### config.mk
export PLATFORM = sky130hd
export DESIGN_NAME = alu_multicycle
export DESIGN_NICKNAME = d
export VERILOG_FILES = /design/src/rtl/alu_multicycle.sv
export SDC_FILE = /design/constraint.sdc
export NUM_CORES = 1
export LEC_CHECK = 0
export BUFFER_PORTS_ARGS = -buffer_cell sky130_fd_sc_hd__clkbuf_2
export CAP_MARGIN = 5
export CORE_ASPECT_RATIO = 2
export CORE_MARGIN = 5
export CORE_UTILIZATION = 56
export CTS_CLUSTER_SIZE = 14
export DETAILED_ROUTE_END_ITERATION = 10
export MAX_ROUTING_LAYER = met4
export PLACE_DENSITY = 0.79
export SLEW_MARGIN = 20
export SYNTH_ARGS = -nofsm -noshare
export SYNTH_HDL_FRONTEND = slang
export SYNTH_SLANG_ARGS = --single-unit
### constraint.sdc
create_clock -name MALU_CLOCK_50 -period 3.7 [get_ports MALU_CLOCK_50]
set_clock_uncertainty 0.15 [all_clocks]
set_input_delay 0.37 -clock MALU_CLOCK_50 [delete_from_list [all_inputs] [get_ports MALU_CLOCK_50]]
set_output_delay 0.37 -clock MALU_CLOCK_50 [all_outputs]
set_load 0.005 [all_outputs]
### src/rtl/alu_multicycle.sv
`default_nettype none
// ============================================================================
// Module   : alu_multicycle
// Purpose  : Execute-stage ALU. Add/sub/compare/logic/buffer ops complete in
//            one cycle; shifts use an iterative 1-bit-per-cycle shifter.
//            Valid/ready handshake toward issue, Done pulse plus held result
//            toward writeback.
// Ports    : MALU_CLOCK_50          - clock, rising edge
//            MALU_RESET_InLow       - synchronous reset, active-low
//            MALU_Valid_In          - request valid
//            MALU_Ready_Out         - request can be accepted this cycle
//            MALU_AluControl_InBUS  - 4-bit operation code
//            MALU_OperandA_InBUS    - operand A
//            MALU_OperandB_InBUS    - operand B (shift amount in low bits)
//            MALU_Result_OutBUS     - registered result, held until next completion
//            MALU_Zero_Out          - registered, result == 0
//            MALU_Done_Out          - one-cycle completion pulse
//            MALU_IllegalOp_Out     - one-cycle pulse with Done for codes 12-15
// Revision : 1.0 - initial release
// ============================================================================
module alu_multicycle #(
  parameter int DATAWIDTH   = 32,
  parameter int SHAMT_WIDTH = 5
) (
  input  logic                 MALU_CLOCK_50,
  input  logic                 MALU_RESET_InLow,
  input  logic                 MALU_Valid_In,
  output logic                 MALU_Ready_Out,
  input  logic [3:0]           MALU_AluControl_InBUS,
  input  logic [DATAWIDTH-1:0] MALU_OperandA_InBUS,
  input  logic [DATAWIDTH-1:0] MALU_OperandB_InBUS,
  output logic [DATAWIDTH-1:0] MALU_Result_OutBUS,
  output logic                 MALU_Zero_Out,
  output logic                 MALU_Done_Out,
  output logic                 MALU_IllegalOp_Out
);

  localparam logic [0:0] c_ST_IDLE  = 1'b0;
  localparam logic [0:0] c_ST_SHIFT = 1'b1;

  localparam logic [1:0] c_KIND_SLL = 2'd0;
  localparam logic [1:0] c_KIND_SRL = 2'd1;
  localparam logic [1:0] c_KIND_SRA = 2'd2;

  localparam logic [3:0] c_OP_ADD   = 4'd0;
  localparam logic [3:0] c_OP_SUB   = 4'd1;
  localparam logic [3:0] c_OP_SLL   = 4'd2;
  localparam logic [3:0] c_OP_SLT   = 4'd3;
  localparam logic [3:0] c_OP_SLTU  = 4'd4;
  localparam logic [3:0] c_OP_XOR   = 4'd5;
  localparam logic [3:0] c_OP_SRL   = 4'd6;
  localparam logic [3:0] c_OP_SRA   = 4'd7;
  localparam logic [3:0] c_OP_OR    = 4'd8;
  localparam logic [3:0] c_OP_AND   = 4'd9;
  localparam logic [3:0] c_OP_BUFFB = 4'd10;
  localparam logic [3:0] c_OP_BUFFA = 4'd11;

  localparam logic [SHAMT_WIDTH-1:0] c_CNT_ONE = {{(SHAMT_WIDTH-1){1'b0}}, 1'b1};
  localparam logic [DATAWIDTH-1:0]   c_ZERO    = '0;

  logic [0:0]             state_q,   state_d;
  logic [DATAWIDTH-1:0]   acc_q,     acc_d;
  logic [SHAMT_WIDTH-1:0] cnt_q,     cnt_d;
  logic [1:0]             kind_q,    kind_d;
  logic [DATAWIDTH-1:0]   result_q,  result_d;
  logic                   zero_q,    zero_d;
  logic                   done_q,    done_d;
  logic                   illegal_q, illegal_d;

  logic                   w_accept;
  logic                   w_is_shift;
  logic [DATAWIDTH-1:0]   w_alu_res;
  logic                   w_alu_illegal;
  logic [DATAWIDTH-1:0]   w_acc_step;

  assign MALU_Ready_Out = (state_q == c_ST_IDLE);
  assign w_accept       = MALU_Valid_In && MALU_Ready_Out;
  assign w_is_shift     = (MALU_AluControl_InBUS == c_OP_SLL) ||
                          (MALU_AluControl_InBUS == c_OP_SRL) ||
                          (MALU_AluControl_InBUS == c_OP_SRA);

  // Single-cycle datapath; shift codes never reach the result from here.
  always_comb begin
    w_alu_res     = c_ZERO;
    w_alu_illegal = 1'b0;
    case (MALU_AluControl_InBUS)
      c_OP_ADD:   w_alu_res = MALU_OperandA_InBUS + MALU_OperandB_InBUS;
      c_OP_SUB:   w_alu_res = MALU_OperandA_InBUS - MALU_OperandB_InBUS;
      c_OP_SLT:   w_alu_res = {{(DATAWIDTH-1){1'b0}},
                               ($signed(MALU_OperandA_InBUS) < $signed(MALU_OperandB_InBUS))};
      c_OP_SLTU:  w_alu_res = {{(DATAWIDTH-1){1'b0}},
                               (MALU_OperandA_InBUS < MALU_OperandB_InBUS)};
      c_OP_XOR:   w_alu_res = MALU_OperandA_InBUS ^ MALU_OperandB_InBUS;
      c_OP_OR:    w_alu_res = MALU_OperandA_InBUS | MALU_OperandB_InBUS;
      c_OP_AND:   w_alu_res = MALU_OperandA_InBUS & MALU_OperandB_InBUS;
      c_OP_BUFFB: w_alu_res = MALU_OperandB_InBUS;
      c_OP_BUFFA: w_alu_res = MALU_OperandA_InBUS;
      c_OP_SLL, c_OP_SRL, c_OP_SRA: w_alu_res = c_ZERO;
      default:    w_alu_illegal = 1'b1;
    endcase
  end

  // One bit position per cycle; SRA replicates the sign bit.
  always_comb begin
    w_acc_step = acc_q;
    case (kind_q)
      c_KIND_SLL: w_acc_step = {acc_q[DATAWIDTH-2:0], 1'b0};
      c_KIND_SRL: w_acc_step = {1'b0, acc_q[DATAWIDTH-1:1]};
      c_KIND_SRA: w_acc_step = {acc_q[DATAWIDTH-1], acc_q[DATAWIDTH-1:1]};
      default:    w_acc_step = acc_q;
    endcase
  end

  always_comb begin
    state_d   = state_q;
    acc_d     = acc_q;
    cnt_d     = cnt_q;
    kind_d    = kind_q;
    result_d  = result_q;
    zero_d    = zero_q;
    done_d    = 1'b0;
    illegal_d = 1'b0;
    case (state_q)
      c_ST_IDLE: begin
        if (w_accept) begin
          if (w_is_shift) begin
            acc_d   = MALU_OperandA_InBUS;
            cnt_d   = MALU_OperandB_InBUS[SHAMT_WIDTH-1:0];
            kind_d  = (MALU_AluControl_InBUS == c_OP_SLL) ? c_KIND_SLL :
                      (MALU_AluControl_InBUS == c_OP_SRL) ? c_KIND_SRL : c_KIND_SRA;
            state_d = c_ST_SHIFT;
          end else begin
            result_d  = w_alu_res;
            zero_d    = (w_alu_res == c_ZERO);
            done_d    = 1'b1;
            illegal_d = w_alu_illegal;
          end
        end
      end
      c_ST_SHIFT: begin
        if (cnt_q != '0) begin
          acc_d = w_acc_step;
          cnt_d = cnt_q - c_CNT_ONE;
        end else begin
          // Count exhausted: the accumulator already holds the final value.
          result_d = acc_q;
          zero_d   = (acc_q == c_ZERO);
          done_d   = 1'b1;
          state_d  = c_ST_IDLE;
        end
      end
      default: state_d = c_ST_IDLE;
    endcase
  end

  always_ff @(posedge MALU_CLOCK_50) begin
    if (!MALU_RESET_InLow) begin
      state_q   <= c_ST_IDLE;
      acc_q     <= '0;
      cnt_q     <= '0;
      kind_q    <= c_KIND_SLL;
      result_q  <= '0;
      zero_q    <= 1'b1;
      done_q    <= 1'b0;
      illegal_q <= 1'b0;
    end else begin
      state_q   <= state_d;
      acc_q     <= acc_d;
      cnt_q     <= cnt_d;
      kind_q    <= kind_d;
      result_q  <= result_d;
      zero_q    <= zero_d;
      done_q    <= done_d;
      illegal_q <= illegal_d;
    end
  end

  assign MALU_Result_OutBUS = result_q;
  assign MALU_Zero_Out      = zero_q;
  assign MALU_Done_Out      = done_q;
  assign MALU_IllegalOp_Out = illegal_q;

endmodule
`default_nettype wire
== Yosys cells after proc, flatten, opt, wreduce, memory -nomap -nowiden ==
Index checks and enable logic that the tools add are counted.

* Register bits: 75
* Input bits: 71
* Output and inout bits: 36

* $add $sub $neg: 3
* Magnitude comparators: 2
* Equal/unequal tests: 21
* Mux-type cells: 29
* Bitwise logic cells: 6
* Reduce and logical (&&, ||, !) cells: 15

{| class="wikitable"
|+ Operators by type and width
! operator !! number
|-
| $pmux 32 s9 || 1
|-
| $mux 32 || 6
|-
| $pmux 32 s2 || 2
|-
| $pmux 32 s3 || 1
|-
| $logic_not 32->1 || 2
|-
| $lt 32x32->1 || 2
|-
| $add 32x32->32 || 1
|-
| $and 32x32->32 || 1
|-
| $or 32x32->32 || 1
|-
| $sub 32x32->32 || 1
|-
| $xor 32x32->32 || 1
|-
| $eq 4x3->1 const B || 4
|-
| $eq 4x4->1 const B || 4
|-
| $mux 5 || 3
|-
| $reduce_or 12->1 || 1
|-
| $mux 1 || 10
|-
| $pmux 5 s2 || 1
|-
| $reduce_and 3->1 || 3
|-
| $eq 4x2->1 const B || 2
|-
| $ne 2x1->1 const B || 3
|-
| $ne 2x2->1 const B || 3
|-
| $pmux 1 s2 || 3
|-
| $reduce_and 5->1 || 1
|-
| $reduce_bool 5->1 || 1
|-
| other kinds (14) || 18
|}

== Logic depth before layout (Yosys ltp) ==
* Depth in word-level cells: 6
* Mapped depth: 15

== Worst setup path after synthesis ==
No wires, ideal clock.

* Path type: input to register
* Start point: in MALU_OperandA_InBUS[0]
* End point: reg zero_q (netlist: MALU_Zero_Out)
* Arrival: 3.299 ns
* Required time: 3.430 ns
* Setup slack: 0.132 ns
* Stages: 13
* Cell sequence: ha_1 -> fa_1 -> a211oi_2 -> o211a_1 -> o21a_1 -> o31ai_2 -> a221o_1 -> a311oi_1 -> xor2_1 -> o221a_2 -> nand4_1 -> and4b_1 -> a211o_1

* Longest elaborated chain between the ends: 6
* Elaborated cells on any way between the ends: 12
* Those cells by class: add/sub (2); order compare (2); mux (4); bitwise (3); reduce/logical (1)

{| class="wikitable"
|+ RTL lines
! element !! line !! source
|-
| start, declared || 30 || <nowiki>input logic [DATAWIDTH-1:0] MALU_OperandA_InBUS,</nowiki>
|-
| $sub 32x32->32 (tied with other cells) || 88 || <nowiki>c_OP_SUB: w_alu_res = MALU_OperandA_InBUS - MALU_OperandB_InBUS;</nowiki>
|-
| $pmux 32 s9 * || 86 || <nowiki>case (MALU_AluControl_InBUS)</nowiki>
|-
| $logic_not 32->1 * || 134 || <nowiki>zero_d = (w_alu_res == c_ZERO);</nowiki>
|-
| $mux 1 * || 126 || <nowiki>if (w_is_shift) begin</nowiki>
|-
| $mux 1 * || 125 || <nowiki>if (w_accept) begin</nowiki>
|-
| $pmux 1 s2 * || 123 || <nowiki>case (state_q)</nowiki>
|-
| end signal, assigned || 172 || <nowiki>zero_q <= zero_d;</nowiki>
|-
| end, declared || 66 || <nowiki>logic zero_q, zero_d;</nowiki>
|}

Mark *: on every way between the ends. The rest lies on a longest branch, timed or not. The select of a mux whose other input is x is not followed.
A chain may end at the register's enable or synchronous reset.

== Worst setup path in the final report ==
* Start point: in MALU_OperandA_InBUS[2]
* End point: reg zero_q (netlist: MALU_Zero_Out)

The elaborated chain is that of the path after synthesis.

==> metrics.yaml <==
p_comb_share_pct: 50.0
cts_sinks: 75
finalCriticalPeriod_ns: 3.654
cts_tree: "yes"
initial_core_util_pct: 56.56
slew_violations: 0
power_frac_seq_pct: 24.7
nets: 1858
setup_slack_ns: 0.04612
max_stage_delay_ns: 0.41
portBuffers: 106
cp_max_fo: 8
grt_antenna_before_repair: 0
dieArea_um2: 21380
first_iter_violations: 1040
via_count: 12770
core_um2: 18220
fmaxAchievable_mhz: 273.7
cts-hold-fix-buffers: 0
die_w_um: 105.9
whs_ns: 0.2680
synth_ff_type: "dfxtp_1"
netSwitchingFraction_pct: 40.00
clockBufferDepth: 2
startpoint_type: "input pin"
syn_area_um2: 10300
post_drt_wl_per_cell_um: 23.42
grt_pass1_vias: 12520
cts-root-buf: "clkbuf_16"
maxCapViolations: 0
drt_first_pass_iters: 5
internal_power_mw: 2.180
die_h_um: 201.8
syn_area_per_cell_um2: 7.402
ys_seq_area_share_pct: 14.57
synth_nets: 1566
cellPowerDensity_nw_per_um2: 275.8
cp.required_ns: 3.83
vias_per_cell: 6.706
place_congestion: 1.086
critPathKind: "input pin to flip-flop"
synth_edf_count: 0
endpoint_kind: "flip-flop"
drc: 0
overflow: 0
rsz0062_at_grt: "yes"
final_cell_area_um2: 13170
ys_warn_count: 0
dpl_worst_slack_ns: -0.5897
p_clk_share_pct: 25.2
track_usage_pct: 41.60
dp_cells: 1886
p_leak_nw: 6.030
setup_violations: 0
clkLatencyLatePin_ns: 0.34
worstMarginPinSlew_ns: 0.8451
wirelength_mm: 44.61
peakVddDrop_uv: 454.1
row_count: 70
crit_arrival_ns: 3.79
grt_max_degree: 67
drt.antenna.violating_nets: 0
critPathSlowestCell: "a2111oi_4"
fin_cells: 1905
post_dp_cell_area_um2: 12730
status: "complete, no violations"
async_reset_ff_share_pct: 0
power.switching_mw: 1.453
finalCritPeriodShare_pct: 98.75
place_hpwl_mm: 35.43
grt_pass1_wl_mm: 68.06
ys_ff_latch: 75
ys_types: 93
ios: 107
drive_above_1_share_pct: 29.60
diodes: 0
n_fill_cell: 1551
holdCritPathClass: "input pin to flip-flop"
hold_viol_final: 0
worstPathCellList: "clkbuf_2 -> inv_1 -> ha_1 -> buf_4 -> nand2b_4 -> a211o_4 -> a2111oi_4 -> nor3_2 -> xor2_1 -> a211oi_2 -> buf_4 -> nand4_1 -> nor4_2 -> and4b_1 -> and4b_1 -> a211o_1"
slew_headroom_pct: 42.77
postSynthCellCount: 1392
clk_pin_slew_ns: 0.06
cts_buffers: 9
area_delta_synth_final_pct: 27.83
cts_max_level: 3
## cells in the mapped netlist (13+ instances only)
| master | instances | area, um2 |
|---|---|---|
| nor3_1 | 29 | 145.1 |
| nor2_1 | 122 | 457.9 |
| inv_1 | 129 | 484.2 |
| mux4_2 | 25 | 563.0 |
| a21o_1 | 20 | 150.1 |
| a211oi_1 | 16 | 120.1 |
| nor2b_1 | 26 | 162.7 |
| ha_1 | 101 | 1264 |
| nand2b_1 | 18 | 112.6 |
| o31ai_1 | 13 | 97.59 |
| buf_4 | 14 | 105.1 |
| mux2i_1 | 16 | 160.2 |
| nand2_1 | 139 | 521.8 |
| nand3_1 | 26 | 130.1 |
| dfxtp_1 | 75 | 1501 |
| a221o_1 | 37 | 370.4 |
| o211ai_1 | 52 | 390.4 |
| a21oi_1 | 119 | 595.6 |
| nor4_1 | 19 | 118.9 |
| clkbuf_1 | 61 | 229.0 |
| o21ai_0 | 59 | 295.3 |
| buf_2 | 20 | 100.1 |
## routing by layer
metal	track usage, %	part of all wire, %
met2	71.60	50
met5	-	0
met4	33.72	10
met1	41.82	32
met3	4.698	8.0
## final timing paths
check / cells after the start / end / startpoint / slack, ns
worst max-delay path: 16 / MALU_Zero_Out / MALU_OperandA_InBUS[2] / 0.05
worst min-delay path: 3 / acc_q[26] / MALU_OperandA_InBUS[26] / 0.27
worst max register to register: 14 / MALU_Zero_Out / cnt_q[0] / 0.41
worst min register to register: 2 / MALU_Result_OutBUS[19] / MALU_Result_OutBUS[19] / 0.30
## kinds of logic (layout without fill, tap and decap cells)
logic type,after synthesis,after routing,synth area share [%]
buf+inv,235,532,9.605
flops,75,75,14.57
xor+xnor,9,9,0.7650
compound gates,482,482,34.58
fa+ha+maj,103,103,12.65
mux,46,46,7.565
simple gates,442,442,20.26
## metrics by stage
stage	power (mW)	utilization (%)	TNS, ns
global placement	2.618	69.89	-1.316
detailed placement	2.639	69.89	-1.695
global route	3.788	72.30	-0.06727
finish	3.633	72.30	0
floorplan	1.849	-	0
CTS	3.561	71.71	0
## layout make-up
class / count / area (um2) / share of cell area, %
Inverter: 130 / 488.0 / 3.705
Clock buffer: 9 / 225.2 / 1.710
Multi-Input combinational cell: 1082 / 7948 / 60.34
Timing Repair Buffer: 386 / 2658 / 20.18
Sequential cell: 75 / 1503 / 11.41
Clock inverter: 7 / 80.08 / 0.6080
Tap cell: 216 / 270.3 / 2.052
## cell usage in the layout (no fill, tap or decap), drive strengths merged, types with 52 or more instances in the layout
master  synthesis  layout
a21oi         120     120
buf            44     280
clkbuf         61     115
dfxtp          75      75
ha            101     101
inv           130     134
nand2         139     139
nor2          122     122
o211ai         52      52
o21ai          65      65
## power groups by stage
stage	clock (mW)	sequential, mW	combinational, mW
2_1_floorplan	0	0.905	0.944
3_3_place_gp	0	0.912	1.71
3_5_place_dp	0	0.914	1.73
4_1_cts	0.919	0.897	1.74
5_1_grt	0.956	0.903	1.93
6_report	0.916	0.899	1.82
## timing repair
action / in CTS / in global routing
pin swaps: 2 / 7
setup buffers: 1 / 2
endpoints found under the setup margin: 1 / 8
gates resized for setup: 5 / 19
## flip-flops by register name, summed over array words and instances, names as in the netlist
signal / flops
acc_q: 32
MALU_Result_OutBUS: 32
MALU_IllegalOp_Out: 1
MALU_Done_Out: 1
MALU_Zero_Out: 1
state_q: 1
cnt_q: 5
kind_q: 2
## critical path: cells and delay by family
family | cells | cell delay, ns
adders and majority gates | 1 | 0.32
AOI/OAI and AO/OA | 4 | 1.14
and+or+nand+nor | 6 | 1.20
buffers and inverters | 4 | 0.59
xor gates and xnor gates | 1 | 0.16
Power figures use the tool's default switching activity.
